`src/rtl/sprite_arb_pkg.sv`:
```
// Shared types for the two-requester sprite ROM arbiter.
// The tag travels alongside each ROM read to route the returned word.
package sprite_arb_pkg;
   localparam int NUM_REQ = 2;
   localparam int ADDR_W  = 14;
   localparam int DATA_W  = 3;

   typedef logic req_id_t;

   typedef struct packed {
      logic    valid;
      req_id_t id;
   } tag_t;
endpackage

```
`src/rtl/sprite_rom_arbiter_rr_arbiter2.sv`:
```
// Two-way grant logic: fixed priority or round-robin.
// Holds the identity of the last winner for round-robin ties.
module rr_arbiter2
   import sprite_arb_pkg::*;
(
   input  logic               i_clk,
   input  logic               i_rst,
   input  logic               i_prio_mode,
   input  logic [NUM_REQ-1:0] i_req,
   output logic [NUM_REQ-1:0] o_gnt,
   output req_id_t            o_gnt_id
);

   req_id_t            r_last_gnt;
   logic [NUM_REQ-1:0] w_gnt;

   // A tie goes to requester 0 unless it won last time.
   always_comb begin
      w_gnt = '0;
      if (i_rst) begin
         w_gnt = '0;
      end else if (i_req == 2'b11) begin
         if (i_prio_mode || r_last_gnt) begin
            w_gnt = 2'b01;
         end else begin
            w_gnt = 2'b10;
         end
      end else begin
         w_gnt = i_req;
      end
   end

   always_ff @(posedge i_clk or posedge i_rst) begin
      if (i_rst) begin
         r_last_gnt <= 1'b1;
      end else if (|w_gnt) begin
         r_last_gnt <= w_gnt[1];
      end
   end

   assign o_gnt    = w_gnt;
   assign o_gnt_id = w_gnt[1];

endmodule

```
`src/rtl/sprite_rom_arbiter.sv`:
```
// Shares one sprite ROM read port between the two fighter renderers.
// A tag pipeline matching the ROM latency steers each word back.
module sprite_rom_arbiter #(
   parameter int ADDR_W  = 14,
   parameter int DATA_W  = 3,
   parameter int ROM_LAT = 1
) (
   input  logic              vga_clk,
   input  logic              reset,
   input  logic              prio_mode,
   input  logic [1:0]        req,
   input  logic [ADDR_W-1:0] addr0,
   input  logic [ADDR_W-1:0] addr1,
   output logic [1:0]        gnt,
   output logic [1:0]        rvalid,
   output logic [DATA_W-1:0] rdata,
   output logic [ADDR_W-1:0] rom_addr,
   input  logic [DATA_W-1:0] rom_q
);
   import sprite_arb_pkg::*;

   logic [1:0]  w_gnt;
   req_id_t     w_gnt_id;
   tag_t        w_tag_out;

   tag_t [ROM_LAT-1:0] r_tag;
   logic [1:0]         r_rvalid;
   logic [DATA_W-1:0]  r_rdata;

   rr_arbiter2 u_arb (
      .i_clk       (vga_clk),
      .i_rst       (reset),
      .i_prio_mode (prio_mode),
      .i_req       (req),
      .o_gnt       (w_gnt),
      .o_gnt_id    (w_gnt_id)
   );

   assign gnt       = w_gnt;
   assign rom_addr  = w_gnt[1] ? addr1 :
                      w_gnt[0] ? addr0 : '0;
   assign w_tag_out = r_tag[ROM_LAT-1];

   always_ff @(posedge vga_clk or posedge reset) begin
      if (reset) begin
         r_tag <= '0;
      end else begin
         r_tag[0] <= '{valid: |w_gnt, id: w_gnt_id};
         for (int i = 1; i < ROM_LAT; i++) begin
            r_tag[i] <= r_tag[i-1];
         end
      end
   end

   // rdata only moves when a tagged read lands, so it holds when idle.
   always_ff @(posedge vga_clk or posedge reset) begin
      if (reset) begin
         r_rvalid <= 2'b00;
         r_rdata  <= '0;
      end else begin
         r_rvalid <= 2'b00;
         if (w_tag_out.valid) begin
            r_rvalid[w_tag_out.id] <= 1'b1;
            r_rdata                <= rom_q;
         end
      end
   end

   assign rvalid = r_rvalid;
   assign rdata  = r_rdata;

endmodule

```
`config.mk`:
```
export PLATFORM = sky130hd
export DESIGN_NAME = sprite_rom_arbiter
export DESIGN_NICKNAME = d
export VERILOG_FILES = /design/src/rtl/sprite_arb_pkg.sv /design/src/rtl/sprite_rom_arbiter_rr_arbiter2.sv /design/src/rtl/sprite_rom_arbiter.sv
export SDC_FILE = /design/constraint.sdc
export NUM_CORES = 1
export LEC_CHECK = 0
export ABC_AREA = 1
export CAP_MARGIN = 20
export CORE_MARGIN = 1.5
export CORE_UTILIZATION = 27
export CTS_CLUSTER_SIZE = 25
export DETAILED_ROUTE_END_ITERATION = 6
export HOLD_SLACK_MARGIN = 0.06
export PLACE_DENSITY = 0.79
export REMOVE_ABC_BUFFERS = 1
export SKIP_LAST_GASP = 1
export SLEW_MARGIN = 30
export SYNTH_ARGS = -nofsm -noshare
export SYNTH_HDL_FRONTEND = slang
export SYNTH_HIERARCHICAL = 1
export SYNTH_SLANG_ARGS = --single-unit
export TNS_END_PERCENT = 50
```
`constraint.sdc`:
```
create_clock -name vga_clk -period 1.6 [get_ports vga_clk]
set_input_delay 0.16 -clock vga_clk [delete_from_list [all_inputs] [get_ports vga_clk]]
set_output_delay 0.16 -clock vga_clk [all_outputs]
set_load 0.03 [all_outputs]
```
=== After elaboration in Yosys (flattened, before gate mapping) ===
Cells that the tools add are included.

* Output and inout port bits: 21
* Register bits: 8
* Input bits: 36
* Word-level logic and storage cells: 19

* Equality and inequality tests: 1
* Order comparisons: 2
* Mux-type cells: 8
* Reduce and logical (&&, ||, !) cells: 3

{| class="wikitable"
|+ Operators by type and width
! kind !! count
|-
| 14-bit two-way mux || 2
|-
| 2-bit two-way mux || 4
|-
| 2-bit equality test, second input constant || 1
|-
| 1-bit by 2-bit < comparator with 1-bit output, second input constant || 1
|-
| 2-bit OR reduction || 1
|-
| 1-bit demux with 1-bit select || 1
|-
| 1-bit greater-or-equal comparator, second input constant || 1
|-
| 1-bit logical AND || 1
|-
| 1-bit logical OR || 1
|-
| 1-bit two-way mux || 1
|}

=== Depth between registers and ports, before layout ===
Gate-level depths: netlist of run 1.

* Depth in word-level cells: 6
* Mapped depth: 9
* Depth with buffers taken out: 7

=== Modules after synthesis ===
The synthesis of run 1 kept the hierarchy.

{| class="wikitable"
|+ By module, submodules not included
! module !! cells each !! seq. area each (um^2) !! area an instance (um^2) !! instances
|-
| sprite_rom_arbiter || 68 || 175.2 || 439.2 || 1
|-
| rr_arbiter2 || 13 || 26.3 || 77.6 || 1
|}

=== Least setup slack after synthesis of run 1 ===
OpenSTA, ideal clock, no wires.

* Path kind: register to output
* Start point: register u_arb.r_last_gnt
* End point: output port rom_addr[0]
* Slack: -377 ps
* Required time: 1440 ps
* Stages on the path, launching flop included: 6
* Buffers on the path: 1
* Data arrival time: 1817 ps
* Cell sequence: dfstp_2 -> nor2_1 -> a21oi_1 -> buf_4 -> nand3_1 -> nand2_1

* Word-level cells in the longest chain between the ends: 6

{| class="wikitable"
|+ RTL lines
! element !! line !! text
|-
| from (decl) || sprite_rom_arbiter_rr_arbiter2.sv:14 || <nowiki>req_id_t r_last_gnt;</nowiki>
|-
| from (signal assigned) || sprite_rom_arbiter_rr_arbiter2.sv:37 || <nowiki>r_last_gnt <= w_gnt[1];</nowiki>
|-
| 1-bit logical OR || sprite_rom_arbiter_rr_arbiter2.sv:23 || <nowiki>if (i_prio_mode || r_last_gnt) begin</nowiki>
|-
| 2-bit two-way mux || sprite_rom_arbiter_rr_arbiter2.sv:23 ||
|-
| 2-bit two-way mux || sprite_rom_arbiter_rr_arbiter2.sv:22 || <nowiki>end else if (i_req == 2'b11) begin</nowiki>
|-
| 2-bit two-way mux || sprite_rom_arbiter_rr_arbiter2.sv:20 || <nowiki>if (i_rst) begin</nowiki>
|-
| via gnt[0] || sprite_rom_arbiter.sv:14 || <nowiki>output logic [1:0] gnt,</nowiki>
|-
| 14-bit two-way mux || sprite_rom_arbiter.sv:41 || <nowiki>w_gnt[0] ? addr0 : '0;</nowiki>
|-
| 14-bit two-way mux || sprite_rom_arbiter.sv:40 || <nowiki>assign rom_addr = w_gnt[1] ? addr1 :</nowiki>
|-
| to (decl) || sprite_rom_arbiter.sv:17 || <nowiki>output logic [ADDR_W-1:0] rom_addr,</nowiki>
|}

The timed path passes the listed nets, and every way through them passes these cells.

=== Worst setup path after layout of run 1 ===
* Start point: register u_arb.r_last_gnt
* End point: output port rom_addr[5]

* Word-level cells in the longest chain between the ends: 6

{| class="wikitable"
|+ RTL lines
! element !! line
|-
| 1-bit logical OR (*) || sprite_rom_arbiter_rr_arbiter2.sv:23
|-
| 2-bit two-way mux (*) || sprite_rom_arbiter_rr_arbiter2.sv:23
|-
| 2-bit two-way mux (*) || sprite_rom_arbiter_rr_arbiter2.sv:22
|-
| 2-bit two-way mux (*) || sprite_rom_arbiter_rr_arbiter2.sv:20
|-
| 14-bit two-way mux || sprite_rom_arbiter.sv:41
|-
| 14-bit two-way mux (*) || sprite_rom_arbiter.sv:40
|}

Every way passes the cells marked *; elsewhere a longest branch is shown, timed or not.

==> flow_metrics.py, run 1 <==
metrics = {
    "outcome": {
        "status": "finished, violations left",
        "violations": "negative setup slack",
    },
    "clocking": {
        "cts_buffers": 3,
        "clk_latency_ns": 0.25,
        "cts_tree": "built",
        "path_clk_slew_ns": 0.06,
        "clock_sinks": 8,
        "clockRootBuffer": "clkbuf_4",
        "postCtsSetupBuffers": 0,
        "htreeDepth": 1,
        "max-clock-path-buffers": 2,
        "ctsHoldBuffers": 0,
    },
    "logic_synthesis": {
        "synth_top_area_share_pct": 33.90,
        "synth_cells": 81,
        "syn-cell-area_um2": 516.7,
        "ys_ff_latch": 8,
        "synth_area_leaders": "dfrtp_1 (34%), nand2_1 (31%), nand3_1 (14%), dfstp_2 (5.1%), buf_4 (4.4%)",
        "synth_cell_types": 12,
        "avgSynthCellArea_um2": 6.380,
        "ys.warnings.count": 6,
        "ys_seq_area_share_pct": 38.98,
        "yosys.area.top_type": "dfrtp_1",
    },
    "die": {
        "dieArea_um2": 2185,
        "core_um2": 1764,
        "initial_core_util_pct": 29.29,
        "ioPinCount": 57,
        "die_width_um": 46.75,
        "die_h_um": 46.75,
        "rows": 15,
    },
    "sta": {
        "period_needed_ns": 1.649,
        "period_share_pct": 103.1,
        "setup_viol": 13,
        "finClkSkew_ns": 0.008983,
        "timing.final.max_slew_violations": 0,
        "slew_headroom_pct": 79.40,
        "rsz0062_at_grt": "true",
        "fmax_mhz": 606.4,
        "setup_ws_ns": -0.04913,
        "hold_ws_ns": 0.2130,
        "final_hold_viol_count": 0,
        "tightest_slew_ns": 0.3080,
    },
    "finish": {
        "drive_above_1_share_pct": 23.40,
        "area.sequential_um2": 201.4,
        "syn_to_final_growth_pct": 121.1,
        "num_antenna_cells": 0,
        "num-fill-cells": 165,
        "layout_common_cells": "nand2_1 (40), clkdlybuf4s50_1 (40), nand3_1 (13)",
        "layoutNonFillerInstCount": 166,
        "fin_area_um2": 1142,
        "final_nets": 178,
        "multiInputGateArea_um2": 271.5,
    },
    "worst_hold_path": {
        "hold_path_class": "in2async",
    },
    "power_and_ir_drop": {
        "leakage_nw": 0.5864,
        "total_power_w": 0.0007525,
        "ir_worst_vdd_mv": 0.3028,
        "p_per_area_nw_per_um2": 658.7,
    },
    "place": {
        "globalplace.congestion": 0.6866,
        "place.port_buffers": 56,
        "placed_cells": 161,
        "placed_area_um2": 1057,
        "hpwl_mm": 1.208,
    },
    "worst_setup_path": {
        "crit_path_end_kind": "primary output",
        "required_ns": 1.44,
        "path_class": "reg2out",
        "cp_data_arrival_time_ns": 1.49,
        "worst-path-max-fanout": 6,
        "regToRegStartpoint": "u_arb/r_last_gnt",
        "critPathLaunch": "u_arb/r_last_gnt",
        "start_kind": "register",
    },
    "detailed_routing": {
        "drt_iter0_drc": 8,
        "first_pass_iters": 2,
        "drc": 0,
        "vias": 705,
        "routed_wl_mm": 1.574,
        "wl_per_cell_um": 9.482,
        "drtAntennaViolNets": 0,
        "viasPerCell": 4.247,
    },
    "global_route": {
        "grt_overflow": 0,
        "grt_pass1_vias": 558,
        "grt_max_degree": 17,
        "grt_antenna_before_repair": 0,
        "grt_usage_pct": 14.09,
        "grt_pass1_wl_mm": 2.152,
    },
    "run": {
        "drv_cap": 0,
    },
}
==> per-layer routing <==
| layer | global-route usage [%] | vias up | wire length, um |
|---|---|---|---|
| met1 | 14.42 | 297 | 625 |
| met3 | 4.615 | 2 | 133 |
| met4 | 6.667 | 0 | 8 |
| met5 | 0 | - | 0 |
| met2 | 25.83 | 35 | 807 |
| li1 | - | 371 | - |
==> registers in the layout, summed over array words and instances, names as in the netlist <==
name	count
rdata	3
r_tag	2
rvalid	2
u_arb/r_last_gnt	1
==> per-stage QoR <==
stage,setup slack (ns),util (%),TNS (ns)
3_3_place_gp,0.03487,59.93,0
2_1_floorplan,-0.5286,-,-7.734
3_5_place_dp,0.01262,59.93,0
5_1_grt,-0.1518,64.75,-1.835
6_report,-0.04913,64.75,-0.3847
4_1_cts,-0.05876,61.56,-0.6333
==> worst max-delay path, stage by stage, from the launching register on <==
cell	delay, ns
dfstp_2	0.55
o21ai_1	0.07
nand2_1	0.11
inv_2	0.07
buf_4	0.15
nand2_1	0.06
nand2_1	0.06
buf_4	0.16
==> cells in the mapped netlist <==
master   instances
a21oi_1          1
buf_4            3
buf_6            1
dfrtp_1          7
dfstp_2          1
inv_1            5
inv_2            2
nand2_1         42
nand3_1         14
nor2_1           3
o21ai_1          1
or2_2            1
==> final cells by class <==
class,count,area share [%]
inverter,7,2.738
clock buffer,4,2.300
tap,25,2.738
timing repair buffer,60,50.82
multi-input combinational,62,23.77
sequential,8,17.63
==> power by group <==
part	internal (W)	total, W	switching (W)
sequential	0.000228	0.000242	0.0000136
combinational	0.000175	0.000349	0.000174
clock	0.0000952	0.000161	0.0000662
total	0.000498	0.000752	0.000254
==> repair_timing <==
action / 4_1_cts / 5_1_grt
endpoints found under the setup margin: 14 / 16
cloned: 0 / 1
resized for setup: 1 / 17
pin swaps: 0 / 2
==> worst paths after layout <==
check / end / slack (ns) / cells after the start
worst max-delay path: rom_addr[5] / -0.05 / 7
worst min-delay path: rdata[2] / 0.21 / 2
worst max register to register: r_tag[1] / 0.28 / 5
worst min register to register: rvalid[0] / 0.42 / 1
max in group asynchronous: r_tag[0] / 1.17 / 2
min in group vga_clk: rvalid[0] / 0.42 / 1
==> cell families (layout without fill, tap and decap cells) <==
family                 Yosys count  count (layout)  synth area share (%)
AND/OR/NAND/NOR                 60              60                 47.46
buffers and inverters           11              71                 11.62
flip-flops                       8               8                 38.98
AO/OA/AOI/OAI                    2               2                 1.935
No activity file was read; power rests on OpenSTA's default activity.
==> run 2: changes to the inputs <==
Settings changed: CORE_UTILIZATION 27 to 28, CTS_CLUSTER_SIZE 25 to unset, PLACE_DENSITY 0.79 to 0.78, SLEW_MARGIN 30 to 20, SYNTH_HIERARCHICAL 1 to unset.
==> run 2 against run 1 <==
The run now ends clean. Fmax is 6.7% higher. Synthesized cell count is 1.2% higher. Global-route usage is 1.0 points higher. Clock-buffer cell count stayed put. Sequential share of layout area is 0.32 points lower. Sequential power is 3% lower. Via count is 7.9% higher. Critical path type is now in2out. Critical endpoint is now rom_addr[12].
==> flow_metrics.py, run 2 <==
metrics = {
    "outcome": {
        "status": "completed",
    },
    "logic_synthesis": {
        "ys_seq_area_share_pct": 35.62,
        "synthTopCellsByCount": "nand3_1 (28), nand2_1 (27), dfrtp_1 (7)",
        "synth_edf_count": 0,
        "syn-cell-area_um2": 565.5,
        "synth_cells": 82,
        "avgSynthCellArea_um2": 6.897,
        "ys_ff_latch": 8,
        "synth_top_area_share_pct": 30.97,
        "synth_cell_types": 14,
        "synth_flop_cell": "dfrtp_1",
        "ys_async_sr_fraction_pct": 100.0,
        "synth_most_common_cell": "nand3_1",
        "ys.warnings.count": 0,
        "yosys.area.top_type": "dfrtp_1",
        "synth_area_leaders": "dfrtp_1 (31%), nand3_1 (25%), nand2_1 (18%), dfstp_2 (4.6%), buf_4 (4.0%)",
    },
    "finish": {
        "drive_above_1_share_pct": 20.57,
        "num_antenna_cells": 0,
        "layoutNonFillerInstCount": 168,
        "largest_reg_flops": 3,
        "layout_common_cells": "clkdlybuf4s50_1 (40), nand3_1 (28), nand2_1 (26)",
        "final_common_cell": "clkdlybuf4s50_1",
        "syn_to_final_growth_pct": 105.8,
        "final_nets": 178,
    },
    "die": {
        "rows": 16,
        "die_h_um": 47.94,
        "die_width_um": 47.94,
        "ioPinCount": 57,
        "initial_core_util_pct": 29.43,
        "dieArea_um2": 2298,
        "core_um2": 1922,
    },
    "worst_hold_path": {
        "hold_path_class": "reg2reg",
        "min_path_cells": 1,
    },
    "worst_setup_path": {
        "required_ns": 1.44,
        "start_kind": "input port",
        "crit_path_end_kind": "primary output",
        "path_class": "in2out",
        "r2r_cells": 4,
        "worst-path-max-fanout": 15,
        "cp_data_arrival_time_ns": 1.39,
    },
    "run": {
        "drv_cap": 0,
    },
    "detailed_routing": {
        "drt_iter0_drc": 10,
        "drtAntennaViolNets": 0,
        "routed_wl_mm": 1.756,
        "first_pass_iters": 4,
        "vias": 761,
        "viasPerCell": 4.530,
        "drc": 0,
        "wl_per_cell_um": 10.45,
    },
    "sta": {
        "timing.final.max_slew_violations": 0,
        "setup_viol": 0,
        "period_needed_ns": 1.545,
        "hold_ws_ns": 0.4281,
        "finClkSkew_ns": 0.004235,
        "slew_headroom_pct": 79.49,
        "fmax_mhz": 647.2,
        "rsz0062_at_grt": "false",
        "fin_setup_tns_ns": 0,
        "tightest_slew_ns": 0.3066,
        "final_hold_viol_count": 0,
        "period_share_pct": 96.57,
    },
    "global_route": {
        "grt_max_degree": 16,
        "grt_overflow": 0,
        "grt_antenna_before_repair": 0,
        "grt_usage_pct": 15.12,
        "grt_pass1_vias": 621,
        "grt_pass1_wl_mm": 2.463,
    },
    "clocking": {
        "clk_latency_ns": 0.25,
        "cts_buffers": 3,
        "htreeDepth": 1,
        "path_clk_slew_ns": 0.05,
        "max-clock-path-buffers": 2,
        "clock_sinks": 8,
        "ctsHoldBuffers": 0,
        "cts_tree": "built",
        "clockRootBuffer": "clkbuf_4",
    },
    "power_and_ir_drop": {
        "total_power_w": 0.0007348,
        "leakage_nw": 0.5884,
        "ir_worst_vdd_mv": 0.3098,
        "p_per_area_nw_per_um2": 631.5,
    },
    "place": {
        "place.port_buffers": 56,
        "hpwl_mm": 1.380,
        "globalplace.congestion": 0.6387,
        "placed_cells": 162,
    },
}
run 2: changes by cell type after synthesis:
cell     delta
inv_2       -1
nor2_4      +2
nand3_1    +14
buf_6       +1
o21ai_2     +1
and2_1      +1
o21ai_1     -1
or2_2       -1
nand2_1    -15
o21ai_0     +1
nor2_1      -1
run 2: final cells by class:
| cell class | count | area (um2) |
|---|---|---|
| inverters | 6 | 22.52 |
| repair buffers | 60 | 575.6 |
| flip-flops and latches | 8 | 201.4 |
| well taps | 27 | 33.78 |
| fillers | 183 | 758.2 |
| multi-input cells | 63 | 304.0 |
| clock buffers | 4 | 26.28 |
run 2: metal layers:
metal,part of all wire (%),GRT usage (%),vias up
met5,0,0,-
met4,0.80,6.486,0
met3,10,6.038,4
met2,46,24.27,45
met1,43,17.81,327
li1,-,-,385
run 2: stage by stage:
stage	worst slack [ns]	area, um2	util, %
after floorplan	0.2768	520.5	-
after global placement	0.02973	1090	56.71
after detailed placement	0.01145	1090	56.71
final	0.05492	1164	60.55
after CTS	0.02702	1119	58.20
after global routing	0.003402	1164	60.55
run 2: worst paths after layout:
check | start | end | slack, ns
worst max-delay path | req[1] | rom_addr[12] | 0.05
worst min-delay path | r_tag[0] | rvalid[0] | 0.43
worst max register to register | u_arb.r_last_gnt | r_tag[0] | 0.55
worst min register to register | r_tag[0] | rvalid[0] | 0.43
max in group asynchronous | reset | u_arb.r_last_gnt | 0.87
min in group asynchronous | reset | r_tag[1] | 0.45
run 2: cell families (layout without fill, tap and decap cells):
group	after synthesis	count (layout)	synth area share (%)
AO/OA/AOI/OAI	3	3	3.317
flip-flops	8	8	35.62
buffers and inverters	11	70	11.95
AND/OR/NAND/NOR	60	60	49.12
run 2: worst max-delay path: stages:
cell             delay [ns]
clkdlybuf4s50_1        0.53
inv_1                  0.11
nor2_4                 0.13
buf_12                 0.14
nand3_1                0.08
nand2_1                0.07
buf_4                  0.16
run 2: repair_timing:
item / in CTS / in global routing
resized for setup: 1 / 1
endpoints found under the setup margin: 15 / 16
hold endpoints to repair: 0 / 0
pin swaps: 0 / 2
buffers inserted: 0 / 2
cloned: 0 / 0
run 2: power by group:
part           total (W)  switching [W]  internal (W)
Clock           0.000159      0.0000644     0.0000951
Sequential      0.000235      0.0000112      0.000224
Combinational   0.000341       0.000172      0.000168
Total           0.000735       0.000248      0.000487
==> run 3: changes to the inputs <==
Settings changed: SLEW_MARGIN 20 to unset.
==> results of run 3 <==
No change in the layout: final DEF, timing and power equal those of run 2.
